==> src/rtl/snowbro2_video_timing_if.sv <==
// snowbro2_video_timing_if: pixel-enable/ack inputs and decoded raster outputs
interface snowbro2_video_timing_if #(parameter int CW = 9);
  logic          CEN675;
  logic          INT_ACK;
  logic [CW-1:0] HCNT;
  logic [CW-1:0] VCNT;
  logic          HBLANK;
  logic          VBLANK;
  logic          HSYNC;
  logic          VSYNC;
  logic          FRAME_START;
  logic          VINT;
  modport master (
    output CEN675, INT_ACK,
    input  HCNT, VCNT, HBLANK, VBLANK, HSYNC, VSYNC, FRAME_START, VINT
  );
  modport slave (
    input  CEN675, INT_ACK,
    output HCNT, VCNT, HBLANK, VBLANK, HSYNC, VSYNC, FRAME_START, VINT
  );
endinterface

==> src/rtl/snowbro2_video_timing.sv <==
// snowbro2_video_timing: GP9001 raster counters, blank/sync decode, frame strobe and vblank IRQ
module snowbro2_video_timing #(
  parameter int CW       = 9,
  parameter int H_TOTAL  = 432,
  parameter int H_ACTIVE = 320,
  parameter int HS_START = 352,
  parameter int HS_END   = 384,
  parameter int V_TOTAL  = 262,
  parameter int V_ACTIVE = 240,
  parameter int VS_START = 245,
  parameter int VS_END   = 248
) (
  input  logic                    CLK96,
  input  logic                    RESET96_n,
  snowbro2_video_timing_if.slave  vt
);
  if (H_TOTAL > 2**CW || V_TOTAL > 2**CW) begin : g_bad_params
    $error("snowbro2_video_timing: H_TOTAL/V_TOTAL do not fit in CW bits");
  end
  logic [CW-1:0] hcnt_q, hcnt_d, vcnt_q, vcnt_d;
  logic [CW:0]   h_ext, v_ext;
  logic          h_wrap, v_wrap, vint_set;
  logic          hblank_q, hblank_d, vblank_q, vblank_d;
  logic          hsync_q, hsync_d, vsync_q, vsync_d;
  logic          frame_start_q, frame_start_d, vint_q, vint_d;
  // Next counters; decodes use the next values so they line up with HCNT/VCNT
  always_comb begin
    h_wrap        = hcnt_q == CW'(H_TOTAL - 1);
    v_wrap        = vcnt_q == CW'(V_TOTAL - 1);
    hcnt_d        = !vt.CEN675 ? hcnt_q : h_wrap ? '0 : hcnt_q + 1'b1;
    vcnt_d        = !(vt.CEN675 && h_wrap) ? vcnt_q : v_wrap ? '0 : vcnt_q + 1'b1;
    h_ext         = {1'b0, hcnt_d};
    v_ext         = {1'b0, vcnt_d};
    hblank_d      = h_ext >= (CW+1)'(H_ACTIVE);
    vblank_d      = v_ext >= (CW+1)'(V_ACTIVE);
    hsync_d       = h_ext >= (CW+1)'(HS_START) && h_ext < (CW+1)'(HS_END);
    vsync_d       = v_ext >= (CW+1)'(VS_START) && v_ext < (CW+1)'(VS_END);
    frame_start_d = vt.CEN675 && h_wrap && v_wrap;
    vint_set      = vt.CEN675 && h_wrap && v_ext == (CW+1)'(V_ACTIVE);
    vint_d        = vint_set ? 1'b1 : vt.INT_ACK ? 1'b0 : vint_q;
  end
  // State register; reset restarts the raster without a frame strobe
  always_ff @(posedge CLK96) begin
    if (!RESET96_n) begin
      hcnt_q        <= '0;
      vcnt_q        <= '0;
      hblank_q      <= 1'b0;
      vblank_q      <= 1'b0;
      hsync_q       <= 1'b0;
      vsync_q       <= 1'b0;
      frame_start_q <= 1'b0;
      vint_q        <= 1'b0;
    end else begin
      hcnt_q        <= hcnt_d;
      vcnt_q        <= vcnt_d;
      hblank_q      <= hblank_d;
      vblank_q      <= vblank_d;
      hsync_q       <= hsync_d;
      vsync_q       <= vsync_d;
      frame_start_q <= frame_start_d;
      vint_q        <= vint_d;
    end
  end
  assign vt.HCNT        = hcnt_q;
  assign vt.VCNT        = vcnt_q;
  assign vt.HBLANK      = hblank_q;
  assign vt.VBLANK      = vblank_q;
  assign vt.HSYNC       = hsync_q;
  assign vt.VSYNC       = vsync_q;
  assign vt.FRAME_START = frame_start_q;
  assign vt.VINT        = vint_q;
endmodule
==> src/flat_wrapper.sv <==
// flat-port wrapper written by rule: the top's interface ports become plain ports
module snowbro2_video_timing_flat 
#(
  parameter int CW       = 9,
  parameter int H_TOTAL  = 432,
  parameter int H_ACTIVE = 320,
  parameter int HS_START = 352,
  parameter int HS_END   = 384,
  parameter int V_TOTAL  = 262,
  parameter int V_ACTIVE = 240,
  parameter int VS_START = 245,
  parameter int VS_END   = 248
)
  (CLK96, RESET96_n, vt_CEN675, vt_INT_ACK, vt_HCNT, vt_VCNT, vt_HBLANK, vt_VBLANK, vt_HSYNC, vt_VSYNC, vt_FRAME_START, vt_VINT);
  snowbro2_video_timing_if #(.CW(CW)) vt_i ();
  input  logic CLK96;
  input  logic RESET96_n;
  input wire logic [$bits(vt_i.CEN675)-1:0] vt_CEN675;
  input wire logic [$bits(vt_i.INT_ACK)-1:0] vt_INT_ACK;
  output wire logic [$bits(vt_i.HCNT)-1:0] vt_HCNT;
  output wire logic [$bits(vt_i.VCNT)-1:0] vt_VCNT;
  output wire logic [$bits(vt_i.HBLANK)-1:0] vt_HBLANK;
  output wire logic [$bits(vt_i.VBLANK)-1:0] vt_VBLANK;
  output wire logic [$bits(vt_i.HSYNC)-1:0] vt_HSYNC;
  output wire logic [$bits(vt_i.VSYNC)-1:0] vt_VSYNC;
  output wire logic [$bits(vt_i.FRAME_START)-1:0] vt_FRAME_START;
  output wire logic [$bits(vt_i.VINT)-1:0] vt_VINT;
  assign vt_i.CEN675 = vt_CEN675;
  assign vt_i.INT_ACK = vt_INT_ACK;
  assign vt_HCNT = vt_i.HCNT;
  assign vt_VCNT = vt_i.VCNT;
  assign vt_HBLANK = vt_i.HBLANK;
  assign vt_VBLANK = vt_i.VBLANK;
  assign vt_HSYNC = vt_i.HSYNC;
  assign vt_VSYNC = vt_i.VSYNC;
  assign vt_FRAME_START = vt_i.FRAME_START;
  assign vt_VINT = vt_i.VINT;
  snowbro2_video_timing #(.CW(CW), .H_TOTAL(H_TOTAL), .H_ACTIVE(H_ACTIVE), .HS_START(HS_START), .HS_END(HS_END), .V_TOTAL(V_TOTAL), .V_ACTIVE(V_ACTIVE), .VS_START(VS_START), .VS_END(VS_END)) u_core (.CLK96(CLK96), .RESET96_n(RESET96_n), .vt(vt_i));
endmodule
==> config.mk <==
export PLATFORM = sky130hd
export DESIGN_NAME = snowbro2_video_timing_flat
export DESIGN_NICKNAME = d
export VERILOG_FILES = /design/src/rtl/snowbro2_video_timing_if.sv /design/src/rtl/snowbro2_video_timing.sv /design/src/flat_wrapper.sv
export SDC_FILE = /design/constraint.sdc
export NUM_CORES = 1
export LEC_CHECK = 0
export BUFFER_PORTS_ARGS = -buffer_cell sky130_fd_sc_hd__buf_2
export CAP_MARGIN = 0
export CORE_MARGIN = 5
export CORE_UTILIZATION = 50
export CTS_CLUSTER_SIZE = 12
export DETAILED_ROUTE_END_ITERATION = 12
export PLACE_DENSITY = 0.75
export REMOVE_ABC_BUFFERS = 1
export SKIP_CTS_REPAIR_TIMING = 1
export SLEW_MARGIN = 20
export SYNTH_ARGS = -nofsm -noshare
export SYNTH_HDL_FRONTEND = slang
export SYNTH_SLANG_ARGS = --single-unit
==> constraint.sdc <==
create_clock -name CLK96 -period 2.44 [get_ports CLK96]
set_input_delay 0.122 -clock CLK96 [delete_from_list [all_inputs] [get_ports CLK96]]
set_output_delay 0.122 -clock CLK96 [all_outputs]
set_load 0.02 [all_outputs]
# Word-level counts from Yosys, hierarchy flattened
# Index checks and enable logic that the tools add are counted.
dict set report classes {
  add_sub_neg 2
  order_cmp 6
  n_eq_ne 3
  mux 6
  n_reduce_logical 6
}
# operator count
set op_table {}
lappend op_table {{two-way mux 9 bit} 4}
lappend op_table {{adder 9 x 1 -> 9 bit, second input constant} 2}
lappend op_table {{equality test 9 bit, second input constant} 2}
lappend op_table {{>= comparator 9 x 8 -> 1 bit, second input constant} 2}
lappend op_table {{>= comparator 9 bit, second input constant} 2}
lappend op_table {{equality test 9 x 8 -> 1 bit, second input constant} 1}
lappend op_table {{< comparator 9 x 8 -> 1 bit, second input constant} 1}
lappend op_table {{< comparator 9 bit, second input constant} 1}
lappend op_table {{logical AND 1 bit} 5}
lappend op_table {{two-way mux 1 bit} 2}
lappend op_table {{nonzero test 2 bit} 1}
dict set report word_totals {
  ff_bits 24
  in_bits 4
  output_inout_bits 24
  wordCells 31
}

# Longest topological paths before layout
# Gate-level depths: netlist of run 1.
dict set report depth {
  ltp_word 6
  ltp_mapped 8
  depth_no_buf 7
}

# Least setup slack after synthesis of run 1
# OpenSTA, ideal clock, no wires.
dict set report synth_path {
  kind {register to register}
  start {register u_core.hcnt_q[0], in the netlist u_core.vt.HCNT[0]}
  end {register u_core.vcnt_q[6], in the netlist u_core.vt.VCNT[6]}
  setup_time_ps 71
  arrival_ps 2049
  required_ps 2369
  slack_ps 320
  path_stages_with_launch 7
  path_buffers 1
  path_cell_list {dfxtp_1 -> ha_1 -> nand4_4 -> or3_1 -> buf_6 -> or4b_1 -> a21oi_1}
}
dict set report synth_via {
  elab_chain_len 3
}
# element line
set synth_rtl {}
lappend synth_rtl {{start, declared} snowbro2_video_timing.sv:20} ;# logic [CW-1:0] hcnt_q, hcnt_d, vcnt_q, vcnt_d;
lappend synth_rtl {{start signal, assigned} snowbro2_video_timing.sv:54} ;# hcnt_q <= hcnt_d;
lappend synth_rtl {{equality test 9 bit} snowbro2_video_timing.sv:28} ;# h_wrap = hcnt_q == CW'(H_TOTAL - 1);
lappend synth_rtl {{logical AND 1 bit} snowbro2_video_timing.sv:31} ;# vcnt_d = !(vt.CEN675 && h_wrap) ? vcnt_q : v_wrap ? '0 : vcnt_q + 1'b1;
lappend synth_rtl {{two-way mux 9 bit} snowbro2_video_timing.sv:31}
lappend synth_rtl {{end signal, assigned} snowbro2_video_timing.sv:55} ;# vcnt_q <= vcnt_d;
lappend synth_rtl {{end, declared} snowbro2_video_timing.sv:20}
# Every way passes these cells.
# A chain may end at the register's enable or synchronous reset.

# Worst setup path after layout of run 1
dict set report layout_path {
  start {register u_core.hcnt_q[1], in the netlist u_core.vt.HCNT[1]}
  end {register u_core.vcnt_q[6], in the netlist u_core.vt.VCNT[6]}
}
# Same word-level chain as after synthesis.

==> results of run 1 <==
-- worst paths after layout --
check | from | endpoint | slack, ps | depth (start not counted)
worst min-delay path | vt_INT_ACK | u_core.vt.VINT | 60 | 3
worst max-delay path | u_core.vt.HCNT[1] | u_core.vt.VCNT[6] | 300 | 5
worst min register to register | u_core.vt.VINT | u_core.vt.VINT | 500 | 2
worst max register to register | u_core.vt.HCNT[1] | u_core.vt.VCNT[6] | 300 | 5
-- logic make-up after synthesis --
group | share of synthesized area, %
compound gates | 11.72
buf+inv | 3.765
fa+ha+maj | 3.138
flops | 40.17
xor+xnor | 7.322
mux | 1.674
simple gates | 32.22
-- stage by stage --
stage / total power, W / hold WS, ps / setup WS [ps]
after floorplan: 0.0004232 / 243.7 / 293.5
after global placement: 0.0004342 / 402.1 / 377.7
after detailed placement: 0.0004366 / 398.9 / 306.9
after CTS: 0.0006025 / 64.09 / 275.2
after global routing: 0.0006287 / 53.53 / 154.4
final: 0.0005993 / 62.73 / 295.1
-- metal layers --
layer | part of all wire (%) | routed length (um) | track usage [%]
met5 | 0 | 0 | 0
met4 | 1.4 | 37 | 8.091
met3 | 5.3 | 138 | 4.605
met2 | 49 | 1271 | 26.50
met1 | 44 | 1160 | 19.92
-- cells in the final DEF (no fill, tap or decap), types with 3 or more instances in the layout --
cell type  synthesis  final
buf_2              0     27
dfxtp_1           24     24
nor2_1            16     16
nand2_1           10     10
nor3_1             7      7
a21oi_1            7      7
xnor2_1            6      6
o21ai_0            6      6
and2_1             4      4
xor2_1             4      4
inv_1              3      3
nand3_1            3      3
or3_1              3      3
ha_1               3      3
clkbuf_4           0      3
-- where the power goes --
group | internal [W] | total (W) | switching, W
Sequential | 0.000395 | 0.000399 | 0.00000406
Combinational | 0.00000974 | 0.0000280 | 0.0000183
Clock | 0.0000579 | 0.000172 | 0.000114
-- worst max-delay path: cells and delay by family (launching register included) --
family	cells	cell delay, ps
AND/OR/NAND/NOR	3	1300
flip-flops	1	400
adder cells (fa/ha/maj)	1	230
AO/OA/AOI/OAI	1	150
-- final cells by class --
cell class              instances  area, um^2  share of cell area, %
multi-input cells             101       670.6                  48.95
flip-flops and latches         24       480.5                  35.07
repair buffers                 29       150.1                  10.96
well taps                      28       35.03                  2.557
clock buffers                   3       22.52                  1.644
inverters                       3       11.26                 0.8219
-- state kept, by name, summed over array words and instances (netlist names) --
signal / flops
u_core.vt.FRAME_START: 1
u_core.vt.HBLANK: 1
u_core.vt.HCNT: 9
u_core.vt.HSYNC: 1
u_core.vt.VBLANK: 1
u_core.vt.VCNT: 9
u_core.vt.VINT: 1
u_core.vt.VSYNC: 1
==> run metrics, run 1 <==
status finished clean; CTS tree yes; Post-Route Utilization 60.77%; Core Box Area 2255 um^2; top-count cell post-synth dfxtp_1; fin. max-slew vios 0; global-route wire length before repair 4409 um; Finished Cell Area 1370 um^2; H-Tree Depth 1; Layout fillers 213; CTS sink cnt 24; GR Util All Layers 16.43%; CTS root buf clkbuf_4; CP Capture Type register; Via-to-Cell Ratio 5.574; synth top area cells dfxtp_1 40%, nor2_1 5.0%, xnor2_1 4.4%; Longest Clk Path Bufs 2; Final Non-Filler Cells 188; Worst IR Drop VDD 0.2721 mV; row count 17; num ports 28; DP Cell Count 185; initial antenna violation count 0; via count 1048; max cap viols 0; post-synthesis sequential area ratio 40.17%; Setup Viol. Count Final 0; asr flop ratio synth 0%; leakage dissipation 0.5739 nW; WL/cell 13.87 um; power per cell area 437.4 nW/um^2; Routed WL 2607 um; # DRC 0; Tcrit/Tclk final 87.90%; largest net degree at the start of global routing 13; layout cells sized above 1 23.13%; GRT overflow 0; diode count 0; Tmin final 2145 ps; slowest cell delay on critical path 580 ps; Setup TNS 0 ps; worst path required time 2700 ps; Synth Warn # 0; Yosys cell types 40; DR pass1 iterations 4; placed cell area 1348 um^2; Die Wd 58.91 um; WS Path Type reg -> reg; Final ANT Viol Nets 0; vias in the first global route 1015; most frequent cells after synthesis 24 x dfxtp_1, 16 x nor2_1, 10 x nand2_1; latest clock arrival within the worst-skew pair 310 ps; most common flop cell mapped by yosys dfxtp_1; CP max FO 10; leading area contributor after synthesis dfxtp_1; Rel. slew slack 70.11%; Final Skew 0.8432 ps; Syn Inst Count 134; crit path DAT 2400 ps; CP max stage cell or3_1; initial core utilization 53.05%; Seq cells post-synth 24; Die ar. 3470 um^2; Clock Pin Slew Worst Setup and Hold Paths 120 ps; Layout area overhead 14.54%; crit path launch type register; layout net count 169; class of the worst hold path in -> reg; DR iter-0 viols 25; CTS Buf Count 3; crit-path cells ha_1 -> nand4_4 -> or3_1 -> or4b_1 -> a21oi_1; post-synth top area share 40.17%; Post-synth EDFFs 0; final hold violation count 0; HPWL after DPL 1961 um; IO buf count 27; Tightest Pin Transition 444.9 ps; Post-Syn Area 1196 um^2; synthesized area per cell 8.926 um^2; RSZ-0062 raised after global routing false; GP Congestion 0.8406; Die H 58.91 um; Highest Clock Rate 466.2 MHz
Note: power is estimated with default switching activity, not from simulation.
==> run 2: changes to the inputs <==
--- a/config.mk
+++ b/config.mk
@@ -5,7 +5,7 @@
 export SDC_FILE = /design/constraint.sdc
 export NUM_CORES = 1
 export LEC_CHECK = 0
-export BUFFER_PORTS_ARGS = -buffer_cell sky130_fd_sc_hd__buf_2
+export BUFFER_PORTS_ARGS = -buffer_cell sky130_fd_sc_hd__buf_4
 export CAP_MARGIN = 0
 export CORE_MARGIN = 5
 export CORE_UTILIZATION = 50
==> run 2 against run 1 <==
Combinational power up 10%. Sequential power about the same. Setup slack got worse by 54 ps. Sequential share of layout area down 2.1 points. Final area grew 6.5%. Non-clock buffer count is 1 higher. First-iteration DRC count rose by 20%. Hold slack better by 8.5 ps. Routed wire length up 2.0%. Via count is the same. Critical path type unchanged. Highest routed layer unchanged.
==> run metrics, run 2 (synthesis gave the netlist of run 1 again) <==
DP Cell Count 186 (+0.54%); Clock Pin Slew Worst Setup and Hold Paths 130 ps (about the same); status finished clean; H-Tree Depth 1 (unchanged); Layout area overhead 21.97%; Worst R2R Setup Slack 240 ps (-50 ps); Setup TNS 0 ps (unchanged); hold depth 2 (-1); CP max FO 10 (unchanged); crit path DAT 2430 ps (+30 ps); Highest Clock Rate 454.8 MHz (-2.5%); Rel. slew slack 71.82% (+1.7 points); CTS root buf clkbuf_4; DR pass1 iterations 4 (unchanged); Tightest Pin Transition 419.5 ps (-25.48 ps); latest clock arrival within the worst-skew pair 310 ps (about the same); Routed WL 2658 um (+2.0%); crit path launch type register; Tmin final 2199 ps (+54.08 ps); # DRC 0 (unchanged); GRT overflow 0 (unchanged); Core Box Area 2255 um^2 (unchanged); Final ANT Viol Nets 0 (unchanged); leakage dissipation 0.5865 nW (+2.2%); max cap viols 0 (unchanged); Worst IR Drop VDD 0.2744 mV (+0.86%); initial antenna violation count 0 (unchanged); global-route wire length before repair 4478 um (+1.6%); GR Util All Layers 16.52% (+0.090 points); CP Capture Type register; Longest Clk Path Bufs 2 (unchanged); power per cell area 438.6 nW/um^2 (+0.27%); worst path required time 2670 ps (-30 ps); row count 17 (unchanged); largest net degree at the start of global routing 14 (+1); Tcrit/Tclk final 90.12% (+2.2 points); hold_sp RESET96_n; diode count 0 (unchanged); hold endpoint u_core.vt.HCNT[6]; CTS Buf Count 3 (unchanged); Final Skew 1.073 ps (+0.2295 ps); via count 1048 (unchanged); Setup Viol. Count Final 0 (unchanged); WL/cell 13.99 um (+0.88%); CP startpoint u_core.vt.HCNT[0]; CTS tree yes; initial core utilization 53.05% (unchanged); commonest non-fill, non-tap cell in the layout buf_4; layout cells sized above 1 24.07% (+0.95 points); Die Wd 58.91 um (unchanged); hold slack final 71.21 ps (+8.474 ps); R2R depth 6 (+1); DR iter-0 viols 30 (+20%); WS Path Type reg -> reg; most frequent cells in the layout 30 x buf_4, 24 x dfxtp_1, 16 x nor2_1, 10 x nand2_1; class of the worst hold path in -> reg; Die ar. 3470 um^2 (unchanged); num ports 28 (unchanged); CTS sink cnt 24 (unchanged); IO buf count 27 (unchanged); FF-to-FF Start u_core.vt.HCNT[0]; final hold violation count 0 (unchanged); Overall Power 0.0006398 W (+6.8%); Via-to-Cell Ratio 5.516 (-1.1%); fin. max-slew vios 0 (unchanged); r2r endpoint u_core.vt.VSYNC; Final Non-Filler Cells 190 (+1.1%); HPWL after DPL 2072 um (+5.7%); vias in the first global route 1014 (-0.099%); layout net count 170 (+0.59%); Die H 58.91 um (unchanged); GP Congestion 0.8433 (+0.32%); RSZ-0062 raised after global routing false
==> run 2: cell count changes in the layout (fill, tap and decap cells not counted), sizes merged <==
| cell | change |
|---|---|
| buf | +1 |
| clkbuf | +1 |
==> run 2: how the worst max path moves through the flow <==
stage | endpoint | slack (ps) | cells past startpoint
after global routing | u_core.vt.VSYNC | 120 | 6
after global placement | u_core.vt.VBLANK | 370 | 6
final | u_core.vt.VSYNC | 240 | 6
after floorplan | u_core.vt.VCNT[6] | 290 | 5
after detailed placement | u_core.vt.VSYNC | 270 | 6
after CTS | u_core.vt.VSYNC | 250 | 6
==> run 2: critical path, stage by stage, from the launching register on <==
cell and delay, ps:
dfxtp_1 420, ha_1 230, nand4_4 170, or3_1 580, nor4_4 330, o2111ai_1 160
nor4_2 240
==> run 2: layer usage <==
layer / routed length (um) / part of all wire, % / track usage, %
met5: 0 / 0 / 0
met4: 17 / 0.64 / 4.854
met3: 142 / 5.3 / 3.509
met2: 1275 / 48 / 26.81
met1: 1221 / 46 / 21.91
==> run 2: cell type report <==
class,count,area [um^2]
multi-input cells,101,670.6
well taps,28,35.03
fillers,210,795.8
clock buffers,4,36.28
inverters,3,11.26
repair buffers,30,225.2
flip-flops and latches,24,480.5
==> run 2: per-stage QoR <==
stage                     setup WS [ps]  utilization, %  area (um^2)
after detailed placement          275.0           63.10         1423
final                             241.0           64.71         1459
after CTS                         249.6           64.71         1459
after global routing              120.1           64.71         1459
after global placement            368.0           63.10         1423
after floorplan                   293.5               -         1162
==> run 2: power by group <==
part           internal (W)  switching, W  leakage [nW]
Clock             0.0000911      0.000118        0.0210
Sequential         0.000395    0.00000427         0.194
Combinational     0.0000130     0.0000178         0.372
Total              0.000499      0.000140         0.586
==> run 3: changes to the inputs <==
--- a/config.mk
+++ b/config.mk
@@ -11,6 +11,7 @@
 export CORE_UTILIZATION = 50
 export CTS_CLUSTER_SIZE = 12
 export DETAILED_ROUTE_END_ITERATION = 12
+export MAX_ROUTING_LAYER = met4
 export PLACE_DENSITY = 0.75
 export REMOVE_ABC_BUFFERS = 1
 export SKIP_CTS_REPAIR_TIMING = 1
==> run 3 against run 2 <==
Sequential cell count did not move. Register-to-register slack is essentially flat. Critical endpoint unchanged. Die area unchanged. Clock power hardly changed. Non-clock buffer count unchanged. Utilization is the same. Cell count did not move. Count of clock-buffer cells in the layout unchanged. Combinational power is essentially flat. Clock skew hardly changed.
==> run metrics, run 3 (synthesis gave the netlist of run 1 again) <==
most frequent cells in the layout 30 x buf_4, 24 x dfxtp_1, 16 x nor2_1, 10 x nand2_1; Tightest Pin Transition 419.5 ps (unchanged); RSZ-0062 raised after global routing false; Highest Clock Rate 454.8 MHz (about the same); CP max FO 10 (unchanged); Layout area overhead 21.97% (unchanged); layout cells sized above 1 24.07% (unchanged); Final ANT Viol Nets 0 (unchanged); CTS sink cnt 24 (unchanged); GR Util All Layers 17.01% (+0.48 points); diode count 0 (unchanged); Routed WL 2657 um (about the same); H-Tree Depth 1 (unchanged); DR pass1 iterations 4 (unchanged); sequential group share of total power 62.5% (about the same); switch share 21.93% (about the same); Clock power frac 32.7% (about the same); Comb pwr share 4.8% (about the same); Setup TNS 0 ps (unchanged); global-route wire length before repair 4478 um (unchanged); Via-to-Cell Ratio 5.516 (unchanged); crit path launch type register; worst path required time 2670 ps (about the same); routed wl met3 135 um (-4.9%); power per cell area 438.6 nW/um^2 (about the same); DR iter-0 viols 30 (unchanged); Rel. slew slack 71.82% (unchanged); Die H 58.91 um (unchanged); HPWL after DPL 2072 um (unchanged); Final Worst Setup Slack 241.3 ps (+0.2740 ps); layout net count 170 (unchanged); CP max stage cell or3_1; CP Buf/Inv Count 0 (unchanged); CTS root buf clkbuf_4; Worst IR Drop VDD 0.2744 mV (unchanged); IO buf count 27 (unchanged); Tcrit/Tclk final 90.11% (about the same); status finished clean; GRT overflow 0 (unchanged); latest clock arrival within the worst-skew pair 310 ps (about the same); fin. max-slew vios 0 (unchanged); Setup Viol. Count Final 0 (unchanged); Tmin final 2199 ps (-0.2740 ps); pre-CTS WS 275.0 ps (unchanged); CTS Buf Count 3 (unchanged); num ports 28 (unchanged); routed wl met2 1275 um (unchanged); Longest Clk Path Bufs 2 (unchanged); Int Pwr 0.0004995 W (unchanged); WS Path Type reg -> reg; GP Congestion 0.8564 (+1.6%); Sw Pwr 0.0001403 W (about the same); via count 1048 (unchanged); # DRC 0 (unchanged); row count 17 (unchanged); leakage dissipation 0.5865 nW (unchanged); final hold violation count 0 (unchanged); critical path's top delay family simple AND/OR/NAND/NOR gates; largest net degree at the start of global routing 14 (unchanged); class of the worst hold path in -> reg; Core Box Area 2255 um^2 (unchanged); crit-path cells ha_1 -> nand4_4 -> or3_1 -> nor4_4 -> o2111ai_1 -> nor4_2; initial core utilization 53.05% (unchanged); Die Wd 58.91 um (unchanged); slowest cell delay on critical path 580 ps (about the same); max cap viols 0 (unchanged); WL/cell 13.98 um (about the same); CP Capture Type register; Die ar. 3470 um^2 (unchanged); vias in the first global route 1014 (unchanged); Top Metal Used met4; Final Skew 1.072 ps (-0.0003400 ps); CTS tree yes; Clock Pin Slew Worst Setup and Hold Paths 130 ps (about the same); wl on met1 1229 um (+0.66%); commonest non-fill, non-tap cell in the layout buf_4; crit path DAT 2430 ps (about the same); initial antenna violation count 0 (unchanged)
run 3: cell counts in the layout (fill, tap and decap cells not counted):
Identical to the previous run, type by type.
run 3: area by class of cell:
| cell class | count | area, um^2 |
|---|---|---|
| tap | 28 | 35.03 |
| fill | 210 | 795.8 |
| clock buffer | 4 | 36.28 |
| multi-input combinational | 101 | 670.6 |
| inverter | 3 | 11.26 |
| sequential | 24 | 480.5 |
| timing repair buffer | 30 | 225.2 |
run 3: path summary, 6_finish.rpt:
check	startpoint	end	slack (ps)	depth (start not counted)
min	RESET96_n	u_core.vt.HCNT[6]	70	2
max	u_core.vt.HCNT[0]	u_core.vt.VSYNC	240	6
max reg2reg	u_core.vt.HCNT[0]	u_core.vt.VSYNC	240	6
min reg2reg	u_core.vt.VINT	u_core.vt.VINT	510	2
run 3: metal layers:
layer	GRT usage [%]	up-vias
met2	26.81	26
met3	3.289	2
met5	-	-
li1	-	531
met1	22.05	489
met4	4.854	0
run 3: worst reg2reg max path, cell delays in order, from the launching register on:
cell and delay [ps]:
dfxtp_1 420, ha_1 240, nand4_4 170, or3_1 580, nor4_4 330, o2111ai_1 160, nor4_2 240
run 3: stage by stage:
stage               area [um^2]  hold WS [ps]  std cells  power [W]  util (%)
floorplan                  1162         243.7        128  0.0004232         -
global placement           1423         403.6        186  0.0004378     63.10
detailed placement         1423         401.4        186  0.0004398     63.10
CTS                        1459         68.71        190  0.0006439     64.71
global route               1459         59.43        190  0.0006694     64.71
finish                     1459         71.22        190  0.0006398     64.71
run 3: power groups by stage:
| stage | sequential (W) | combinational [W] | clock (W) |
|---|---|---|---|
| global placement | 0.000408 | 0.0000300 | 0 |
| floorplan | 0.000412 | 0.0000111 | 0 |
| finish | 0.000400 | 0.0000308 | 0.000209 |
| detailed placement | 0.000408 | 0.0000313 | 0 |
| CTS | 0.000400 | 0.0000314 | 0.000213 |
| global route | 0.000400 | 0.0000339 | 0.000235 |
